--- config.mk ---
export PLATFORM = sky130hd
export DESIGN_NAME = bit_serializer
export DESIGN_NICKNAME = d
export VERILOG_FILES = /design/src/rtl/bit_serializer_pkg.sv /design/src/rtl/bit_serializer.sv
export SDC_FILE = /design/constraint.sdc
export NUM_CORES = 1
export LEC_CHECK = 0
export CORE_ASPECT_RATIO = 1.1
export CORE_MARGIN = 1.5
export CORE_UTILIZATION = 47
export DETAILED_ROUTE_END_ITERATION = 8
export GPL_ROUTABILITY_DRIVEN = 0
export PLACE_DENSITY = 0.71
export SETUP_SLACK_MARGIN = 0.1
export SYNTH_ARGS = -nofsm -noshare
export SYNTH_HDL_FRONTEND = slang
export SYNTH_SLANG_ARGS = --single-unit
--- constraint.sdc ---
create_clock -name clk -period 1.8 [get_ports clk]
set_input_delay 0.18 -clock clk [delete_from_list [all_inputs] [get_ports clk]]
set_output_delay 0.18 -clock clk [all_outputs]
set_load 0.02 [all_outputs]
--- src/rtl/bit_serializer_pkg.sv ---
// Shared types and helpers for the parallel-to-serial converter.
package bit_serializer_pkg;

    // Controller states; encoding fixed so traces read the same across builds.
    typedef enum logic [1:0] {
        S_IDLE  = 2'd0,
        S_SHIFT = 2'd1,
        S_GAP   = 2'd2
    } state_t;

    // Width of a counter that must hold 0..n-1, never narrower than one bit.
    function automatic int cntWidth(input int n);
        return (n > 1) ? $clog2(n) : 1;
    endfunction

endpackage

--- src/rtl/bit_serializer.sv ---
// Parallel-to-serial converter with a one-word holding register, selectable
// bit order, optional inter-word idle gap and a registered serial output.
module bit_serializer
    import bit_serializer_pkg::*;
#(
    parameter int WIDTH     = 8,
    parameter int MSB_FIRST = 1,
    parameter int GAP       = 0,
    parameter int IDLE_LVL  = 0
) (
    input  logic             clk,
    input  logic             rst,
    input  logic [WIDTH-1:0] din,
    input  logic             din_valid,
    output logic             din_ready,
    output logic             w,
    output logic             w_valid,
    output logic             done
);

    localparam int              CW       = $clog2(WIDTH);
    localparam int              GW       = cntWidth(GAP);
    localparam logic [CW-1:0]   LAST_BIT = CW'(WIDTH - 1);
    localparam logic [GW-1:0]   LAST_GAP = GW'((GAP > 0) ? GAP - 1 : 0);
    localparam logic            IDLE_BIT = (IDLE_LVL != 0) ? 1'b1 : 1'b0;

    state_t             r_state;
    logic [WIDTH-1:0]   r_shift;
    logic [CW-1:0]      r_cnt;
    logic [GW-1:0]      r_gapCnt;
    logic [WIDTH-1:0]   r_hold;
    logic               r_holdFull;
    logic               r_w;
    logic               r_wValid;
    logic               r_done;

    state_t             w_stateNext;
    logic               w_accept;
    logic               w_lastBit;
    logic               w_lastGap;
    logic               w_load;
    logic               w_loadFromHold;
    logic               w_holdWrite;
    logic [WIDTH-1:0]   w_loadWord;
    logic [WIDTH-1:0]   w_shiftNext;
    logic [CW-1:0]      w_cntNext;
    logic [GW-1:0]      w_gapCntNext;
    logic               w_wNext;
    logic               w_wValidNext;
    logic               w_doneNext;

    // Ready comes straight from the holding flag, so it never depends on din_valid.
    assign din_ready  = !r_holdFull;
    assign w_accept   = din_valid && !r_holdFull;
    assign w_lastBit  = (r_cnt == LAST_BIT);
    assign w_lastGap  = (r_gapCnt == LAST_GAP);
    assign w_loadWord = w_loadFromHold ? r_hold : din;

    assign w       = r_w;
    assign w_valid = r_wValid;
    assign done    = r_done;

    // State register.
    always_ff @(posedge clk or negedge rst) begin
        if (!rst) begin
            r_state <= S_IDLE;
        end else begin
            r_state <= w_stateNext;
        end
    end

    // Next-state and load decisions: a word boundary pulls from the holding
    // register first, otherwise takes a word offered on the same edge.
    always_comb begin
        w_stateNext    = r_state;
        w_load         = 1'b0;
        w_loadFromHold = 1'b0;
        w_holdWrite    = 1'b0;
        case (r_state)
            S_IDLE: begin
                if (w_accept) begin
                    w_load      = 1'b1;
                    w_stateNext = S_SHIFT;
                end
            end
            S_SHIFT: begin
                if (!w_lastBit) begin
                    w_holdWrite = w_accept;
                end else if (GAP > 0) begin
                    w_holdWrite = w_accept;
                    w_stateNext = S_GAP;
                end else if (r_holdFull) begin
                    w_load         = 1'b1;
                    w_loadFromHold = 1'b1;
                end else if (w_accept) begin
                    w_load = 1'b1;
                end else begin
                    w_stateNext = S_IDLE;
                end
            end
            S_GAP: begin
                if (!w_lastGap) begin
                    w_holdWrite = w_accept;
                end else if (r_holdFull) begin
                    w_load         = 1'b1;
                    w_loadFromHold = 1'b1;
                    w_stateNext    = S_SHIFT;
                end else if (w_accept) begin
                    w_load      = 1'b1;
                    w_stateNext = S_SHIFT;
                end else begin
                    w_stateNext = S_IDLE;
                end
            end
            default: begin
                w_stateNext = S_IDLE;
            end
        endcase
    end

    // Datapath next values: load resets the bit counter, shifting walks it to WIDTH-1.
    always_comb begin
        w_shiftNext  = r_shift;
        w_cntNext    = r_cnt;
        w_gapCntNext = '0;
        if (w_load) begin
            w_shiftNext = w_loadWord;
            w_cntNext   = '0;
        end else if (r_state == S_SHIFT) begin
            w_shiftNext = (MSB_FIRST != 0) ? (r_shift << 1) : (r_shift >> 1);
            w_cntNext   = w_lastBit ? '0 : r_cnt + 1'b1;
        end
        if (r_state == S_GAP && !w_lastGap) begin
            w_gapCntNext = r_gapCnt + 1'b1;
        end
    end

    // Output decode: the bit that will be on the line after this edge.
    always_comb begin
        w_wValidNext = (w_stateNext == S_SHIFT);
        w_wNext      = IDLE_BIT;
        if (w_wValidNext) begin
            w_wNext = (MSB_FIRST != 0) ? w_shiftNext[WIDTH-1] : w_shiftNext[0];
        end
        w_doneNext = w_wValidNext && (w_cntNext == LAST_BIT);
    end

    // Shifter, counters and registered serial outputs.
    always_ff @(posedge clk or negedge rst) begin
        if (!rst) begin
            r_shift  <= '0;
            r_cnt    <= '0;
            r_gapCnt <= '0;
            r_w      <= IDLE_BIT;
            r_wValid <= 1'b0;
            r_done   <= 1'b0;
        end else begin
            r_shift  <= w_shiftNext;
            r_cnt    <= w_cntNext;
            r_gapCnt <= w_gapCntNext;
            r_w      <= w_wNext;
            r_wValid <= w_wValidNext;
            r_done   <= w_doneNext;
        end
    end

    // Holding register: a new word always wins the slot, so a drain and a
    // fill on the same edge keep exactly one word queued.
    always_ff @(posedge clk or negedge rst) begin
        if (!rst) begin
            r_hold     <= '0;
            r_holdFull <= 1'b0;
        end else if (w_holdWrite) begin
            r_hold     <= din;
            r_holdFull <= 1'b1;
        end else if (w_loadFromHold) begin
            r_holdFull <= 1'b0;
        end
    end

endmodule

**Word-level counts from Yosys, hierarchy flattened**

Cells that the tools add are included.
Widths: inputs -> output; s select.

- $add $sub $neg: 2
- Equal/unequal tests: 5
- Mux-type cells: 30
- Reduce and logical (&&, ||, !) cells: 7

Operator list:

| cell | number |
|---|---|
| $mux 8 | 3 |
| $mux 1 | 15 |
| $mux 2 | 5 |
| $mux 3 | 3 |
| $eq 3x3->1 const B | 2 |
| $pmux 2 s3 | 1 |
| $eq 2x1->1 const B | 2 |
| $pmux 1 s2 | 2 |
| $reduce_bool 2->1 | 2 |
| $add 3x1->3 const B | 1 |
| $logic_and 1x1->1 | 3 |
| $pmux 1 s3 | 1 |
| $eq 2x2->1 const B | 1 |
| $logic_not 2->1 | 1 |
| $add 1x1->1 const B | 1 |
| $logic_not 1->1 | 1 |

- Register bits after elaboration: 26
- Input bits: 11
- Output and inout port bits: 4
- Word-level logic and storage cells: 54

**Longest topological paths before layout**

Gate-level depths: netlist (run 1).

- Depth after elaboration: 9
- Gate-level depth with buffers: 7
- Mapped depth without buffers: 6

**Least setup slack after synthesis (run 1)**

Ideal clock, no wire load.

- Path type: reg2reg
- From: register r_state[1]
- To: register r_hold[0]
- Setup time: 127 ps
- Arrival time: 1744 ps
- Required time: 1673 ps
- Setup slack: -72 ps
- Stages on the path, launching flop included: 8
- Path buffers: 1
- Period minus slack after synthesis: 1872 ps
- Cell sequence: dfrtp_1 -> inv_1 -> ha_1 -> buf_2 -> inv_2 -> a2bb2oi_1 -> nor3b_4 -> mux2_1

- Cells in the longest elaborated chain, start to end: 2
- Elaborated cells between the ends (all ways): 3
- Classes of those cells: eq/ne: 2; mux: 1

RTL lines:

| what | line | text |
|---|---|---|
| from (decl) | bit_serializer.sv:27 | `state_t r_state;` |
| from (signal assigned) | bit_serializer.sv:68 | `r_state <= w_stateNext;` |
| $eq 2x2->1 or $eq 2x1->1 (tied branches) | bit_serializer.sv:79 | `case (r_state)` |
| $pmux 1 s2 (*) | bit_serializer.sv:79 |  |
| to (signal assigned) | bit_serializer.sv:174 | `r_hold <= din;` |
| to (decl) | bit_serializer.sv:31 | `logic [WIDTH-1:0] r_hold;` |

Mark *: on every way between the ends. The rest lies on a longest branch, timed or not.
A chain may end at the register's enable or synchronous reset.

**Worst setup path after layout (run 1)**

- From: register r_cnt[1]
- To: register r_done (netlist: done)

- Cells in the longest elaborated chain, start to end: 6
- Elaborated cells between the ends (all ways): 12
- Classes of those cells: add/sub: 1; eq/ne: 3; mux: 7; reduce/logical: 1

RTL lines:

| what | line | text |
|---|---|---|
| from (decl) | bit_serializer.sv:29 | `logic [CW-1:0] r_cnt;` |
| from (signal assigned) | bit_serializer.sv:159 | `r_cnt <= w_cntNext;` |
| $add 3x1->3 or $eq 3x3->1 (tied branches) | bit_serializer.sv:131, bit_serializer.sv:55 |  |
| $mux 3 or $mux 1 (tied branches) | bit_serializer.sv:131, bit_serializer.sv:87 |  |
| $mux 3 or $pmux 1 s3 (tied branches) | bit_serializer.sv:129, bit_serializer.sv:79 |  |
| $mux 3 | bit_serializer.sv:126 | `if (w_load) begin` |
| $eq 3x3->1 | bit_serializer.sv:145 | `w_doneNext = w_wValidNext && (w_cntNext == LAST_BIT);` |
| $logic_and 1x1->1 (*) | bit_serializer.sv:145 |  |
| via w_doneNext | bit_serializer.sv:50 | `logic w_doneNext;` |
| to (signal assigned) | bit_serializer.sv:163 | `r_done <= w_doneNext;` |
| to (decl) | bit_serializer.sv:35 | `logic r_done;` |

Mark *: on every way through the listed nets, which the timed path passes. The rest lies on a longest branch.

==> reports/qor.yml, run 1 <==
ys_ff_latch: 26
powerDensity_nw_per_um2: 568.9
status: "finished, violations left"
endpoint: "done$_DFF_PN0_"
die_x_um: 53.77
grt_pass1_wl_um: 4485
cts_htree_levels: 1
antenna_cells: 0
n_fill_cell: 188
synth_top_flop_cell: "dfrtp_1"
met2_length_um: 1528
min_period_ns: 1.922
rr_worst_depth: 7
die_y_um: 58.85
wire_per_inst_um: 15.85
routed.top_layer: "met4"
drive_above_1_share_pct: 38.71
rsz0062_at_grt: "yes"
antenna_found_initial: 0
ant_nets: 0
synth_area_leaders: "dfrtp_1 49%, mux2i_1 8.3%, mux2_1 6.8%"
grt.overflow.total: 0
synth.distinct_cells: 28
std_cell_rows: 20
hp-class: "in2async"
hold_violations: 0
irDropWorstVdd_uv: 518.2
setup_slack_ns: -0.1224
drv_slew: 0
synthesis.area_um2: 1333
reg2reg_slack_ns: -0.12
setup_viol: 12
wl_met1_um: 1315
cts_tree: "built"
nets: 173
clock-root-buffer: "clkbuf_4"
timing.hold.ws_ns: 0.1895
avgSynthCellArea_um2: 11.69
routed_wl_um: 2979
grt_max_degree: 27
first_pass_iters: 4
synth_top_area_cell: "dfrtp_1"
synth_fp_nets: 131
async_reset_ff_share_pct: 100.0
grt_pass1_vias: 937
synth_top_area_share_pct: 48.83
skew_ns: 0.01282
dpl.hpwl_um: 1807
crit_path_start: "r_cnt[1]$_DFF_PN0_"
grt_usage_pct: 20.37
r2r-end: "done$_DFF_PN0_"
crit_type: "reg2reg"
wl_met3_um: 67
cts_buffers: 3
final_util_pct: 71.38
cap_violations: 0
yosys-top-cells-count: "26 x dfrtp_1, 11 x mux2i_1, 10 x a21oi_1"
finalCritPeriodShare_pct: 106.8
cp-start-kind: "register"
worstPathRequired_ns: 2.04
dieArea_um2: 3164
violations: "negative setup slack"
drc_errors: 0
cts_sinks: 26
synth_most_common_cell: "dfrtp_1"
synth_edf_count: 0
clkTransAtPathRegs_ns: 0.15
endpoint_kind: "register"
leakagePower_nw: 0.8665
reg2reg_from: "r_cnt[1]$_DFF_PN0_"
clock_latency_ns: 0.33
synth_warnings: 0
cts_buffer_depth: 2
initial_utilization_pct: 48.85
synth_cells: 114
ios: 15
max_freq_mhz: 520.2
port_buffers: 14
power_mw: 1.108
cp_max_fo: 3
viasPerCell: 5.388
synth_seq_area_share_pct: 48.83
drtIter0Drc: 19
syn_to_final_growth_pct: 46.10
hold_buffers: 0
worst_ep_arrival_time_ns: 2.16
vias: 1013
coreArea_um2: 2728
-- metal layers --
layer | vias up | GRT usage [%]
met3 | 6 | 3.299
li1 | 489 | -
met1 | 501 | 27.44
met5 | - | 0
met4 | 0 | 9.890
met2 | 17 | 31.53
-- layout by cell type, fill, tap and decap left out, types with 2 or more instances in the layout --
cell type,Yosys,routed
mux2i_1,11,10
clkbuf_4,0,3
ha_4,0,2
ha_1,6,2
o21bai_1,2,2
buf_6,0,9
dfrtp_1,26,25
nand2_1,4,3
a21oi_2,0,2
a211oi_1,7,6
mux2_4,0,8
nor2b_1,7,7
a21oi_1,10,8
clkdlybuf4s50_1,0,13
inv_1,7,5
inv_2,1,2
ha_2,0,2
buf_4,0,16
nor2_1,5,4
nand2b_1,3,3
-- power by group --
part / leakage [nW] / total (mW) / switching [mW] / internal [mW]
sequential: 0.332 / 0.609 / 0.00980 / 0.600
combinational: 0.507 / 0.0962 / 0.0419 / 0.0543
clock: 0.0279 / 0.402 / 0.176 / 0.225
-- registers in the layout, summed over array words and instances, names as in the netlist --
register and count:
done 1, r_cnt 3, r_gapCnt 1, r_hold 8
r_holdFull 1, r_shift 8, r_state 2, w 1
w_valid 1
-- cells by family (layout without fill, tap and decap cells) --
| group | Yosys count | after routing | share of synthesized area (%) |
|---|---|---|---|
| simple gates | 24 | 24 | 11.27 |
| mux | 19 | 19 | 15.02 |
| buf+inv | 12 | 53 | 3.661 |
| other cells | 1 | 1 | 0.2814 |
| flops | 26 | 26 | 48.83 |
| compound gates | 26 | 26 | 15.31 |
| fa+ha+maj | 6 | 6 | 5.634 |
-- cell type report --
type | count | area (µm²) | share of cell area [%]
Tap cell | 33 | 41.29 | 2.121
Timing Repair Buffer | 41 | 407.9 | 20.95
Inverter | 8 | 32.53 | 1.671
Sequential cell | 26 | 651.9 | 33.48
Multi-Input combinational cell | 76 | 760.7 | 39.07
Clock inverter | 1 | 30.03 | 1.542
Clock buffer | 3 | 22.52 | 1.157
-- repair_timing --
| action | 4_1_cts | 5_1_grt |
|---|---|---|
| cloned | 1 | 1 |
| setup endpoints to repair | 23 | 24 |
| buffers inserted | 7 | 5 |
| pin swaps | 5 | 9 |
| gates resized for setup | 7 | 20 |
-- metrics by stage --
step	cell area (µm²)	instances	setup slack, ns	setup TNS, ns
finish	1947	188	-0.1224	-1.066
floorplan	1408	114	-0.01019	-0.08979
CTS	1843	184	-0.1207	-1.922
global route	1947	188	-0.2147	-2.565
detailed placement	1687	172	-0.1171	-0.8033
global placement	1687	172	-0.04111	-0.2166
-- worst max-delay path, stage by stage (launching register included) --
cell      delay (ns)
dfrtp_1         0.38
ha_2            0.19
ha_4            0.14
or3b_1          0.36
a222oi_1        0.33
buf_4           0.20
nor2_4          0.05
nor4b_2         0.20
-- how the worst min path moves through the flow --
stage,start,endpoint,slack [ns],depth (start not counted)
after floorplan,rst,done$_DFF_PN0_,-0.12,0
after global placement,r_hold[5]$_DFFE_PN0P_,r_hold[5]$_DFFE_PN0P_,0.49,1
after detailed placement,r_hold[2]$_DFFE_PN0P_,r_hold[2]$_DFFE_PN0P_,0.50,1
after CTS,rst,r_hold[7]$_DFFE_PN0P_,0.19,2
after global routing,rst,r_hold[7]$_DFFE_PN0P_,0.21,2
final,rst,w$_DFF_PN0_,0.19,2
No activity file was read; power rests on OpenSTA's default activity.
==> run 2, diff against run 1 <==
Settings changed: CORE_UTILIZATION 47 to 49, CTS_CLUSTER_SIZE set to 10, PLACE_DENSITY 0.71 to 0.74.
==> run 2 against run 1 <==
Compared with the run above: sequential power about the same; core utilization up 5.5 points; global-route usage up 4.3 points; non-clock buffer count down 4; largest power group unchanged; the run still ends with negative setup slack left; clock-buffer cell count unchanged; critical path depth down 1; first-iteration DRC count up 53%; sequential share of layout area down 0.15 points; sequential cell count unchanged; routed wire length up 9.4%; cell area up 0.45%; via count up 1.9%; highest routed layer unchanged.
==> reports/qor.yml, run 2 (synthesis results as in run 1) <==
finalCritPeriodShare_pct: 110.8  # was 106.8%
cts_sinks: 26  # unchanged
worstPathRequired_ns: 2.03  # was 2.04 ns
first_pass_iters: 4  # unchanged
powerDensity_nw_per_um2: 573.6  # was 568.9 nW/µm²
nets: 169  # was 173
die_x_um: 52.72  # was 53.77 µm
leakagePower_nw: 0.8742  # was 0.8665 nW
max_freq_mhz: 501.4  # was 520.2 MHz
drc_errors: 0  # unchanged
grt_usage_pct: 24.69  # was 20.37%
n_fill_cell: 165  # was 188
die_y_um: 57.70  # was 58.85 µm
rr_worst_depth: 6  # was 7
cts_htree_levels: 1  # unchanged
status: "finished, violations left"  # unchanged
clkTransAtPathRegs_ns: 0.15  # about the same
rsz0062_at_grt: "yes"  # unchanged
antenna_cells: 0  # unchanged
port_buffers: 14  # unchanged
worst_ep_arrival_time_ns: 2.23  # was 2.16 ns
setup_viol: 15  # was 12
min_period_ns: 1.994  # was 1.922 ns
cp-start-kind: "register"  # unchanged
ant_nets: 0  # unchanged
cp_slowest_cell: "a222oi_1"  # was dfrtp_1
grt_max_degree: 27  # unchanged
cap_violations: 0  # unchanged
grt_pass1_vias: 1103  # was 937
top_regs: "r_hold: 8 flops, r_shift: 8 flops, r_cnt: 3 flops"  # unchanged
grt_pass1_wl_um: 5285  # was 4485 µm
cp_max_fo: 3  # unchanged
skew_ns: 0.006377  # was 0.01282 ns
r2r-end: "w$_DFF_PN0_"  # was done$_DFF_PN0_
routed_wl_um: 3259  # was 2979 µm
crit_chain: "ha_2, ha_4, or3b_4, a222oi_1, nor2_2, a2111oi_2"  # was ha_2, ha_4, or3b_1, a222oi_1, buf_4, nor2_4, nor4b_2
endpoint_kind: "register"  # unchanged
clock-root-buffer: "clkbuf_4"  # unchanged
drtIter0Drc: 29  # was 19
cts_buffers: 3  # unchanged
wire_per_inst_um: 17.91  # was 15.85 µm
hold_violations: 0  # unchanged
syn_to_final_growth_pct: 46.76  # was 46.10%
crit_type: "reg2reg"  # unchanged
reg2reg_slack_ns: -0.19  # was -0.12 ns
ios: 15  # unchanged
initial_utilization_pct: 52.39  # was 48.85%
dpl.hpwl_um: 2062  # was 1807 µm
antenna_found_initial: 0  # unchanged
clock_latency_ns: 0.34  # was 0.33 ns
vias: 1032  # was 1013
hp-class: "in2async"  # unchanged
layout_common_cells: "25 x dfrtp_1, 13 x clkdlybuf4s50_1, 13 x buf_4"  # was 25 x dfrtp_1, 16 x buf_4, 13 x clkdlybuf4s50_1
irDropWorstVdd_uv: 528.1  # was 518.2 µV
cts_buffer_depth: 2  # unchanged
cts_tree: "built"  # unchanged
drive_above_1_share_pct: 43.71  # was 38.71%
setup_slack_ns: -0.1945  # was -0.1224 ns
dp_slack_ns: -0.1080  # was -0.1171 ns
cpPeakStageDelay_ns: 0.47  # was 0.38 ns
fin_cells: 182  # was 188
drv_slew: 0  # unchanged
crit_path_start: "r_cnt[0]$_DFF_PN0_"  # was r_cnt[1]$_DFF_PN0_
violations: "negative setup slack"  # unchanged
grt.overflow.total: 0  # unchanged
viasPerCell: 5.670  # was 5.388
place_inst: 170  # was 172
endpoint: "w$_DFF_PN0_"  # was done$_DFF_PN0_
std_cell_rows: 19  # was 20
coreArea_um2: 2544  # was 2728 µm²
dieArea_um2: 3042  # was 3164 µm²
reg2reg_from: "r_cnt[0]$_DFF_PN0_"  # was r_cnt[1]$_DFF_PN0_
layout_commonest_cell: "dfrtp_1"  # unchanged
-- run 2: power by group --
group	switching (mW)	internal, mW
Combinational	0.0440	0.0549
Sequential	0.0113	0.600
Clock	0.186	0.226
Total	0.242	0.880
-- run 2: layout make-up --
| class | count | area (µm²) | share of cell area (%) |
|---|---|---|---|
| timing repair buffer | 37 | 390.4 | 19.96 |
| multi-input combinational | 76 | 789.5 | 40.37 |
| clock inverter | 1 | 30.03 | 1.536 |
| inverter | 8 | 32.53 | 1.663 |
| tap | 31 | 38.79 | 1.983 |
| sequential | 26 | 651.9 | 33.33 |
| clock buffer | 3 | 22.52 | 1.152 |
-- run 2: critical path: cells and delay by family, from the launching register on --
| family | cells | cell delay [ns] |
|---|---|---|
| flops | 1 | 0.39 |
| fa+ha+maj | 2 | 0.33 |
| compound gates | 2 | 0.70 |
| simple gates | 2 | 0.48 |
-- run 2: what timing repair did --
item	in CTS	in global routing
resized for setup	29	4
pin swaps	9	5
setup buffers	6	2
cloned	1	0
setup endpoints to repair	22	25
hold buffers	0	0
endpoints found under the hold margin	0	0
-- run 2: routing by layer --
layer / GRT usage [%] / part of all wire (%) / up-vias / wire, µm
met5: 0 / 0 / - / 0
met4: 14.65 / 1.8 / 0 / 58
met3: 3.351 / 3.0 / 5 / 99
met2: 42.14 / 54 / 28 / 1753
met1: 29.14 / 41 / 517 / 1348
li1: - / - / 482 / -
-- run 2: through the flow --
stage | utilization [%] | instance area [µm²] | total power [mW] | TNS (ns) | hold WS [ns]
floorplan | - | 1408 | 0.6545 | -0.08979 | -0.1156
global placement | 66.21 | 1684 | 0.7030 | -0.1677 | 0.4926
detailed placement | 66.21 | 1684 | 0.7089 | -0.8659 | 0.4953
CTS | 76.00 | 1933 | 1.129 | -0.9770 | 0.1994
global route | 76.88 | 1956 | 1.166 | -2.628 | 0.2236
finish | 76.88 | 1956 | 1.122 | -1.351 | 0.1930
-- run 2: worst min-delay path by stage --
stage	cells after the start	end	from
6_report	2	r_hold[2]$_DFFE_PN0P_	rst
5_1_grt	2	r_hold[2]$_DFFE_PN0P_	rst
4_1_cts	2	r_hold[2]$_DFFE_PN0P_	rst
3_5_place_dp	1	r_hold[2]$_DFFE_PN0P_	r_hold[2]$_DFFE_PN0P_
3_3_place_gp	1	r_hold[5]$_DFFE_PN0P_	r_hold[5]$_DFFE_PN0P_
2_1_floorplan	0	done$_DFF_PN0_	rst
==> run 3, diff against run 2 <==
Settings changed: PLACE_DENSITY 0.74 to 0.82.
==> run 3 against run 2 <==
Compared with the run above: the flow still finishes with violations (negative setup slack); hold slack better by 0.0065 ns; routed wire length shrank 7.3%; clock-buffer cell count did not move; critical endpoint is now r_state[1]$_DFF_PN0_; combinational power down 2.4%; non-clock buffer count up 2.
==> reports/qor.yml, run 3 (synthesis results as in run 1) <==
die_x_um: 52.72  # unchanged
drtIter0Drc: 22  # was 29
worst_ep_arrival_time_ns: 2.17  # was 2.23 ns
grt_usage_pct: 21.02  # was 24.69%
std_cell_rows: 19  # unchanged
rsz0062_at_grt: "yes"  # unchanged
drive_above_1_share_pct: 39.87  # was 43.71%
place_inst: 168  # was 170
drv_slew: 0  # unchanged
place_area_um2: 1669  # was 1684 µm²
status: "finished, violations left"  # unchanged
irDropWorstVdd_uv: 522.6  # was 528.1 µV
fin_area_um2: 1901  # was 1956 µm²
hold_violations: 0  # unchanged
grt_pass1_vias: 1023  # was 1103
ios: 15  # unchanged
powerDensity_nw_per_um2: 580.5  # was 573.6 nW/µm²
wire_per_inst_um: 16.41  # was 17.91 µm
top_regs: "r_hold: 8 flops, r_shift: 8 flops, r_cnt: 3 flops"  # unchanged
cts_htree_levels: 1  # unchanged
port_buffers: 14  # unchanged
hp-class: "in2async"  # unchanged
syn_to_final_growth_pct: 42.63  # was 46.76%
clock_latency_ns: 0.32  # was 0.34 ns
dpl.hpwl_um: 1962  # was 2062 µm
initial_utilization_pct: 52.39  # unchanged
skew_ns: 0.006547  # was 0.006377 ns
grt_max_degree: 27  # unchanged
crit_type: "reg2reg"  # unchanged
coreArea_um2: 2544  # unchanged
grt_pass1_wl_um: 4602  # was 5285 µm
die_y_um: 57.70  # unchanged
cp-start-kind: "register"  # unchanged
hold_buffers: 0  # unchanged
clock-root-buffer: "clkbuf_4"  # unchanged
timing.hold.ws_ns: 0.1995  # was 0.1930 ns
cts_buffer_depth: 2  # unchanged
clkTransAtPathRegs_ns: 0.14  # was 0.15 ns
violations: "negative setup slack"  # unchanged
cts_sinks: 26  # unchanged
layout_common_cells: "25 x dfrtp_1, 19 x buf_4, 13 x clkdlybuf4s50_1"  # was 25 x dfrtp_1, 13 x clkdlybuf4s50_1, 13 x buf_4
vias: 1021  # was 1032
worstPathRequired_ns: 2.02  # was 2.03 ns
layout_commonest_cell: "dfrtp_1"  # unchanged
setup_viol: 20  # was 15
antenna_cells: 0  # unchanged
viasPerCell: 5.549  # was 5.670
cts_tree: "built"  # unchanged
ant_nets: 0  # unchanged
nets: 171  # was 169
leakagePower_nw: 0.8712  # was 0.8742 nW
endpoint_kind: "register"  # unchanged
dieArea_um2: 3042  # unchanged
cts_buffers: 3  # unchanged
cp_max_fo: 2  # was 3
fin_cells: 184  # was 182
power_mw: 1.103  # was 1.122 mW
grt.overflow.total: 0  # unchanged
max_freq_mhz: 513.4  # was 501.4 MHz
cap_violations: 0  # unchanged
first_pass_iters: 5  # was 4
setup_slack_ns: -0.1479  # was -0.1945 ns
routed_wl_um: 3020  # was 3259 µm
min_period_ns: 1.948  # was 1.994 ns
setup-tns-final_ns: -1.270  # was -1.351 ns
finalCritPeriodShare_pct: 108.2  # was 110.8%
antenna_found_initial: 0  # unchanged
drc_errors: 0  # unchanged
## run 3: changes by cell type in the layout (fill, tap and decap cells not counted), sizes merged
cell	previous run	this run
buf	23	25
## run 3: metrics by stage
stage / util (%) / worst slack [ns]
2_1_floorplan: - / -0.01019
3_3_place_gp: 65.62 / -0.04249
3_5_place_dp: 65.62 / -0.1792
4_1_cts: 69.26 / -0.2045
5_1_grt: 74.72 / -0.2303
6_report: 74.72 / -0.1479
## run 3: path summary, 6_finish.rpt
| path | end | slack, ns | cells after the start | from |
|---|---|---|---|---|
| setup / recovery | r_state[1]$_DFF_PN0_ | -0.15 | 9 | r_cnt[0]$_DFF_PN0_ |
| hold / removal | r_shift[5]$_DFFE_PN0P_ | 0.20 | 2 | rst |
| setup reg to reg | r_state[1]$_DFF_PN0_ | -0.15 | 9 | r_cnt[0]$_DFF_PN0_ |
| hold reg to reg | r_hold[0]$_DFFE_PN0P_ | 0.53 | 1 | r_hold[0]$_DFFE_PN0P_ |
| max in group asynchronous | r_state[0]$_DFF_PN0_ | 1.33 | 2 | rst |
| min in group clk | r_hold[4]$_DFFE_PN0P_ | 0.49 | 2 | din[4] |
## run 3: layer usage
layer | track usage (%) | routed length, µm | up-vias | share of wire, %
met5 | 0 | 0 | - | 0
met4 | 10.26 | 55 | 0 | 1.8
met3 | 3.351 | 78 | 6 | 2.6
met2 | 33.93 | 1524 | 22 | 50
met1 | 27.41 | 1362 | 502 | 45
li1 | - | - | 491 | -
## run 3: area by class of cell
class | count | area (µm²)
multi-input cells | 76 | 769.5
repair buffers | 39 | 355.3
well taps | 31 | 38.79
clock inverters | 1 | 30.03
flip-flops and latches | 26 | 651.9
fillers | 177 | 643.1
clock buffers | 3 | 22.52
inverters | 8 | 32.53
## run 3: critical path: stages, from the launching register on
cell and delay [ns]:
dfrtp_1 0.38, ha_2 0.20, ha_4 0.12, or3b_4 0.37, a222oi_1 0.29, buf_4 0.18
buf_4 0.09, buf_4 0.09, buf_4 0.09, nor3_2 0.03
## run 3: power by group
group | total, mW | internal [mW] | leakage [nW] | switching [mW]
logic | 0.0964 | 0.0525 | 0.512 | 0.0439
registers | 0.610 | 0.600 | 0.332 | 0.00990
clock network | 0.397 | 0.225 | 0.0279 | 0.172
## run 3: timing repair
item	CTS	global route
setup buffers	4	7
gates cloned	0	1
gates resized for setup	2	20
endpoints found under the setup margin	20	26
pin swaps	3	8
